<file path="src/rtl/tmnt_pkg.sv">
// Shared types and widths for the tile ROM fetch path between planes and SDRAM.
package tmnt_pkg;

    localparam int unsigned TILE_AW = 18;
    localparam int unsigned SDR_AW  = 24;
    localparam int unsigned SDR_DW  = 16;

    typedef enum logic [2:0] {
        StIdle,
        StIssue,
        StRecvLo,
        StRecvHi,
        StCommit
    } fetch_state_e;

    // 32-bit word address to SDRAM byte address, wrapping at 24 bits.
    function automatic logic [SDR_AW-1:0] tile_byte_addr(
        input logic [SDR_AW-1:0]  base,
        input logic [TILE_AW-1:0] addr
    );
        return base + {{(SDR_AW - TILE_AW - 2){1'b0}}, addr, 2'b00};
    endfunction

endpackage

</file>
<file path="src/rtl/tiles_rom_fetch.sv">
// Fetches one 32-bit tile ROM word as two 16-bit SDRAM beats and presents it atomically.
module tiles_rom_fetch
    import tmnt_pkg::*;
#(
    parameter logic [SDR_AW-1:0] BASE    = 24'h100000,
    parameter int unsigned       TIMEOUT = 255
) (
    input  logic               clk,
    input  logic               reset,
    input  logic [TILE_AW-1:0] tiles_rom_addr,
    output logic [31:0]        tiles_rom_dout,
    output logic               sdr_req,
    output logic [SDR_AW-1:0]  sdr_addr,
    input  logic               sdr_ack,
    input  logic               sdr_valid,
    input  logic [SDR_DW-1:0]  sdr_data,
    output logic               busy,
    output logic               err
);

    localparam int unsigned CntW = (TIMEOUT > 1) ? $clog2(TIMEOUT) : 1;
    localparam logic [CntW-1:0] CntLast = CntW'(TIMEOUT - 1);

    fetch_state_e       state_q, state_d;
    logic [TILE_AW-1:0] cur_addr_q;
    logic               line_valid_q;
    logic [CntW-1:0]    cnt_q;
    logic [SDR_DW-1:0]  lo_q, hi_q;
    logic [31:0]        dout_q;
    logic               err_q;

    logic fetch_needed;
    logic in_recv;
    logic timeout;

    assign fetch_needed = !line_valid_q || (tiles_rom_addr != cur_addr_q);
    assign in_recv      = (state_q == StRecvLo) || (state_q == StRecvHi);
    assign timeout      = in_recv && (cnt_q == CntLast);

    always_ff @(posedge clk) begin
        if (reset) begin
            state_q <= StIdle;
        end else begin
            state_q <= state_d;
        end
    end

    always_comb begin
        state_d = state_q;
        case (state_q)
            StIdle:   if (fetch_needed) state_d = StIssue;
            StIssue:  if (sdr_ack) state_d = StRecvLo;
            StRecvLo: begin
                if (timeout) begin
                    state_d = StIdle;
                end else if (sdr_valid) begin
                    state_d = StRecvHi;
                end
            end
            StRecvHi: begin
                if (timeout) begin
                    state_d = StIdle;
                end else if (sdr_valid) begin
                    state_d = StCommit;
                end
            end
            StCommit: state_d = StIdle;
            default:  state_d = StIdle;
        endcase
    end

    always_comb begin
        sdr_req  = 1'b0;
        sdr_addr = '0;
        busy     = (state_q != StIdle);
        if (state_q == StIssue) begin
            sdr_req  = 1'b1;
            sdr_addr = tile_byte_addr(BASE, cur_addr_q);
        end
    end

    // Output word is written only from the fully assembled beats in StCommit.
    always_ff @(posedge clk) begin
        if (reset) begin
            cur_addr_q   <= '0;
            line_valid_q <= 1'b0;
            cnt_q        <= '0;
            lo_q         <= '0;
            hi_q         <= '0;
            dout_q       <= '0;
            err_q        <= 1'b0;
        end else begin
            err_q <= 1'b0;
            case (state_q)
                StIdle: begin
                    if (fetch_needed) cur_addr_q <= tiles_rom_addr;
                end
                StIssue: begin
                    if (sdr_ack) cnt_q <= '0;
                end
                StRecvLo: begin
                    cnt_q <= cnt_q + CntW'(1);
                    if (timeout) begin
                        err_q        <= 1'b1;
                        line_valid_q <= 1'b0;
                    end else if (sdr_valid) begin
                        lo_q <= sdr_data;
                    end
                end
                StRecvHi: begin
                    cnt_q <= cnt_q + CntW'(1);
                    if (timeout) begin
                        err_q        <= 1'b1;
                        line_valid_q <= 1'b0;
                    end else if (sdr_valid) begin
                        hi_q <= sdr_data;
                    end
                end
                StCommit: begin
                    dout_q       <= {hi_q, lo_q};
                    line_valid_q <= 1'b1;
                end
                default: ;
            endcase
        end
    end

    assign tiles_rom_dout = dout_q;
    assign err            = err_q;

endmodule
</file>
<file path="config.mk">
export PLATFORM = sky130hd
export DESIGN_NAME = tiles_rom_fetch
export DESIGN_NICKNAME = d
export VERILOG_FILES = /design/src/rtl/tmnt_pkg.sv /design/src/rtl/tiles_rom_fetch.sv
export SDC_FILE = /design/constraint.sdc
export NUM_CORES = 1
export LEC_CHECK = 0
export ABC_AREA = 1
export ABC_CLOCK_PERIOD_IN_PS = 1790
export BUFFER_PORTS_ARGS = -buffer_cell sky130_fd_sc_hd__clkbuf_2
export CAP_MARGIN = 0
export CORE_AREA = 4 4 122 147
export CTS_BUF_LIST = sky130_fd_sc_hd__clkbuf_16
export DETAILED_ROUTE_END_ITERATION = 7
export DIE_AREA = 0 0 126 151
export SETUP_SLACK_MARGIN = 0.3
export SYNTH_ARGS = -nofsm -noshare
export SYNTH_HDL_FRONTEND = slang
export SYNTH_SLANG_ARGS = --single-unit
</file>
<file path="constraint.sdc">
create_clock -name clk -period 1.79 [get_ports clk]
set_input_delay 0.179 -clock clk [delete_from_list [all_inputs] [get_ports clk]]
set_output_delay 0.179 -clock clk [all_outputs]
set_load 0.1 [all_outputs]
</file>
Word level (Yosys, flattened, before mapping)
Cells that the tools add are included.
{ "totals": {"input_bits": 38, "out_inout_bits": 59, "elab_cells": 53, "reg_bits": 95} }
{ "op_classes": {"eq_ne": 11, "n_mux": 14, "add_sub_neg": 2, "bitwise": 2, "reduce_logical": 16} }
{ "op_table": {"columns": ["op", "n"], "rows": [
  ["21-bit by 20-bit adder with 22-bit output, first input constant", 1],
  ["22-bit 2-to-1 mux", 1],
  ["3-bit 2-to-1 mux", 6],
  ["18-bit inequality test", 1],
  ["8-bit case mux with 2 select lines", 1],
  ["3-bit case mux with 4 select lines", 1],
  ["8-bit by 1-bit adder with 8-bit output, second input constant", 1],
  ["8-bit == test, second input constant", 1],
  ["8-bit 2-to-1 mux", 1],
  ["3-bit by 2-bit == test with 1-bit output, second input constant", 2],
  ["3-bit inequality test, second input constant", 2],
  ["2-bit AND reduction", 3],
  ["3-bit AND reduction", 2],
  ["2-bit inequality test, second input constant", 2],
  ["4-bit AND reduction", 1],
  ["2-bit nonzero test", 2],
  ["2-bit OR reduction", 2],
  ["3-bit by 1-bit == test with 1-bit output, second input constant", 1],
  ["3-bit == test, second input constant", 1],
  ["3-bit logical NOT", 1],
  ["1-bit 2-to-1 mux", 3],
  ["3-bit nonzero test", 1],
  ["1-bit logical OR", 2],
  ["2-bit by 1-bit inequality test with 1-bit output, second input constant", 1],
  ["other kinds (4)", 5]
]} }

Longest topological paths before layout
{ "depth": {"depth_word": 5, "ltp_mapped": 13, "depth_no_buf": 13} }

Worst setup path before layout
OpenSTA, ideal clock, no wires.
{ "synth_path": {"path_type": "register to output", "start": "reg state_q[0]", "end": "out sdr_addr[10]", "arrival_time_ns": 3.924, "setup_slack_ns": -2.313, "n_path_buf": 1, "path_stages_with_launch": 6, "t_required_ns": 1.611, "path_cell_list": "dfxtp_1 > inv_2 > nor3_2 > clkinv_1 > buf_2 > nor2_1"} }
{ "synth_between": {"elab_chain_cells": 2} }
{ "synth_rtl": {"columns": ["element", "line_no", "rtl"], "rows": [
  ["from (decl)", "tiles_rom_fetch.sv:24", "fetch_state_e state_q, state_d;"],
  ["from (signal assigned)", "tiles_rom_fetch.sv:42", "state_q <= StIdle;"],
  ["from (signal assigned)", "tiles_rom_fetch.sv:44", "state_q <= state_d;"],
  ["3-bit by 1-bit == test with 1-bit output", "tiles_rom_fetch.sv:76", "if (state_q == StIssue) begin"],
  ["22-bit 2-to-1 mux", "tiles_rom_fetch.sv:76", null],
  ["to (decl)", "tiles_rom_fetch.sv:13", "output logic [SDR_AW-1:0] sdr_addr,"]
]} }
No other way between the ends.

Final worst setup path
{ "layout_path": {"start": "reg state_q[1]", "end": "out sdr_addr[8]"} }
Same word-level chain as after synthesis.

==> results by group <==
Outcome
  – Status: completed

Synthesis
  – Dominant cell type by area after synthesis: dfxtp_1
  – Post-synthesis sequential area ratio: between 40% and 50%
  – Post-synth EDFFs: 0
  – Post-synth top area share: between 40% and 50%
  – Mapped cell area: around 4100 um^2
  – Warnings, synthesis: 0
  – Most frequent cells after synthesis: 104 x nor2_1, 95 x dfxtp_1, 70 x o21ai_0
  – Synth top area cells: dfxtp_1 47%, nor2_1 9.6%, o21ai_0 8.6%
  – Most frequent cell after synthesis: nor2_1
  – Synth Flop Type: dfxtp_1
  – Mapped Cells: 558
  – FFs w/ async S/R, synth: 0%
  – Flops & latches, synth: 95
  – Synthesized area per cell: 7.31 um^2
  – Yosys cell types: 33

Die
  – Initial Util: between 20% and 30%
  – DIE AREA: about 19,000 um^2
  – Io pins: 97
  – Die height: 151 um
  – Rows: 52
  – Die X: 126 um
  – Core Region: between 15,000 and 20,000 um^2

Power and ir drop
  – Switching Fraction: 44.6%
  – Worst IR Drop VDD: about 550 uV
  – Int Pwr: ~5.2 mW
  – Switch Pwr: between 4 and 5 mW
  – Leak pwr: 2.56 nW
  – PwrDens: around 1500 nW/um^2
  – Clock power frac: 19.4%
  – Flop pwr share: 28.8%
  – Combinational share of power: approximately half

Placement
  – Placed inst area: between 5000 and 6000 um^2
  – DP Cell Count: between 800 and 900
  – Port Buffer Count: 91
  – Placement Setup Slack: ~0.17 ns
  – Gpl congestion: between 0.7 and 0.8
  – Detailed-placement wirelength estimate: just under 8000 um

Cells and area
  – Final instance area: 6260 um^2
  – Final Non-Filler Cells: between 800 and 900
  – Layout area overhead: 53.5%
  – Utilization after layout: between 30 and 40%
  – Layout Nets: slightly above 700
  – Register area: 1930 um^2
  – Filler cell count: 1,738
  – Footprint of the multi-input gates: between 2000 and 2500 um^2
  – Proportion of layout cells with a drive suffix above 1: between 40% and 50%
  – N_diodes: 0

STA
  – Final Hold Viols: 0
  – Final Critical Period: 1.67 ns
  – Fmax: 597 MHz
  – Setup_tns: 0 ns
  – Rel. slew slack: between 50% and 60%
  – Worst-margin pin slew: roughly 0.65 ns
  – Final Max Tran Viols: 0
  – Unrepaired setup endpoints after global routing: yes
  – Worst Skew: roughly 0.010 ns
  – Final WS setup: 0.116 ns
  – # setup viols final: 0
  – Period utilization: 93.5%

GRT
  – First-pass GRT wire length: 17,300 um
  – Number of global-route vias before repair: between 3,000 and 4,000
  – Largest net degree at the start of global routing: 55
  – Gr ovfl total: 0
  – GRT Resource Usage Total: a little under an eighth
  – Initial antenna violation count: 0

Setup path
  – WP data required: between 1.5 and 2 ns
  – Crit Path Max Fanout: 10
  – Crit end category: primary output
  – Type of origin of the critical path: flip-flop
  – Reg2Reg Depth: 9
  – Critical path arrival: about 1.5 ns
  – Setup CP Type: flip-flop to primary output

CTS
  – Clk Latency, worst-skew pair: 0.34 ns
  – CTS tree: yes
  – Post-CTS Hold Buffers: 0
  – Maximum clock path buffer count: 2
  – CTS Root Cell: clkbuf_16
  – CTS clk-pin slew, worst paths: about 0.07 ns
  – H-tree depth reported by CTS: 3
  – TritonCTS Buffers: 9
  – Sinks on Clock Net: 95

Flow run
  – Max Cap Violations: 0

Hold path
  – Min-delay worst type: input port to flip-flop
  – Hold depth: 3

Drt
  – Iteration-0 DRC Markers: between 200 and 250
  – DRT antenna net count: 0
  – Via/cell ratio: approximately 4.3
  – Wire per inst: about 13 um
  – Initial DRT Pass Iterations: 4
  – WL final: approximately 12,000 um
  – Via count: just under 4,000
  – DRC: 0
==> layer usage <==
metal,vias to the layer above,track usage [%],wire length [um]
met4,0,4.67,236
li1,1989,-,-
met1,1782,14.3,5260
met2,74,19.1,5650
met3,16,2.40,482
met5,-,0,0
==> state kept, by name (all words and copies together), names as in the netlist <==
| name | flops |
|---|---|
| tiles_rom_dout | 32 |
| cur_addr_q | 18 |
| hi_q | 16 |
| lo_q | 16 |
| cnt_q | 8 |
| state_q | 3 |
| err | 1 |
| line_valid_q | 1 |
==> cell usage in the layout, fill, tap and decap left out, types with 19 or more instances in the layout <==
cell	synthesis	layout
a21oi_1	47	32
a21oi_2	9	21
buf_12	0	24
clkbuf_2	0	70
dfxtp_1	95	77
inv_1	64	55
nand2_1	68	63
nor2_1	104	83
nor2_4	1	19
o21ai_0	70	36
o21ai_2	2	21
==> kinds of logic after synthesis <==
group	count (synthesis)	share of synthesized area, %
DFF	95	46.6
and+or+nand+nor	227	24.7
xor gates and xnor gates	2	0.430
adders and majority gates	2	0.613
buffers and inverters	101	10.5
other	1	0.0919
AOI/OAI and AO/OA	130	17.0
==> path summary, 6_finish.rpt <==
check	startpoint	endpoint	slack, ns
setup / recovery	state_q[1]	sdr_addr[8]	0.12
hold reg to reg	lo_q[0]	tiles_rom_dout[0]	0.45
hold / removal	tiles_rom_addr[5]	cur_addr_q[5]	0.11
setup reg to reg	state_q[1]	cnt_q[5]	0.16
==> stage by stage <==
| stage | hold slack, ns | power [mW] |
|---|---|---|
| 2_1_floorplan | 0.248 | 5.61 |
| 3_3_place_gp | 0.436 | 6.56 |
| 3_5_place_dp | 0.441 | 6.61 |
| 4_1_cts | 0.0940 | 8.88 |
| 5_1_grt | 0.112 | 9.95 |
| 6_report | 0.115 | 9.44 |
==> critical path: stages (launching register included) <==
cell and delay (ns):
dfxtp_2 0.36, nor3_4 0.21, buf_6 0.15, clkinv_8 0.11, nor2_4 0.13, buf_12 0.18
==> repair_timing <==
| action | in CTS | in global routing |
|---|---|---|
| endpoints found under the setup margin | 85 | 114 |
| cloned | 3 | 6 |
| endpoints found under the hold margin | 0 | 0 |
| buffers inserted | 7 | 13 |
| pin swaps | 10 | 49 |
| gates resized for setup | 32 | 126 |
==> power by group through the flow <==
stage / registers (mW) / clock network, mW / logic (mW)
6_report: 2.72 / 1.83 / 4.89
3_5_place_dp: 2.72 / 0 / 3.89
4_1_cts: 2.69 / 1.90 / 4.29
3_3_place_gp: 2.70 / 0 / 3.86
2_1_floorplan: 2.90 / 0 / 2.71
5_1_grt: 2.76 / 1.97 / 5.22
==> area by class of cell <==
cell class	count	share of cell area, %
well taps	216	4.32
flip-flops and latches	95	30.8
clock buffers	9	3.60
clock inverters	6	0.859
multi-input cells	368	36.7
repair inverters	2	0.400
repair buffers	127	18.9
inverters	70	4.48
Power figures use the tool's default switching activity.
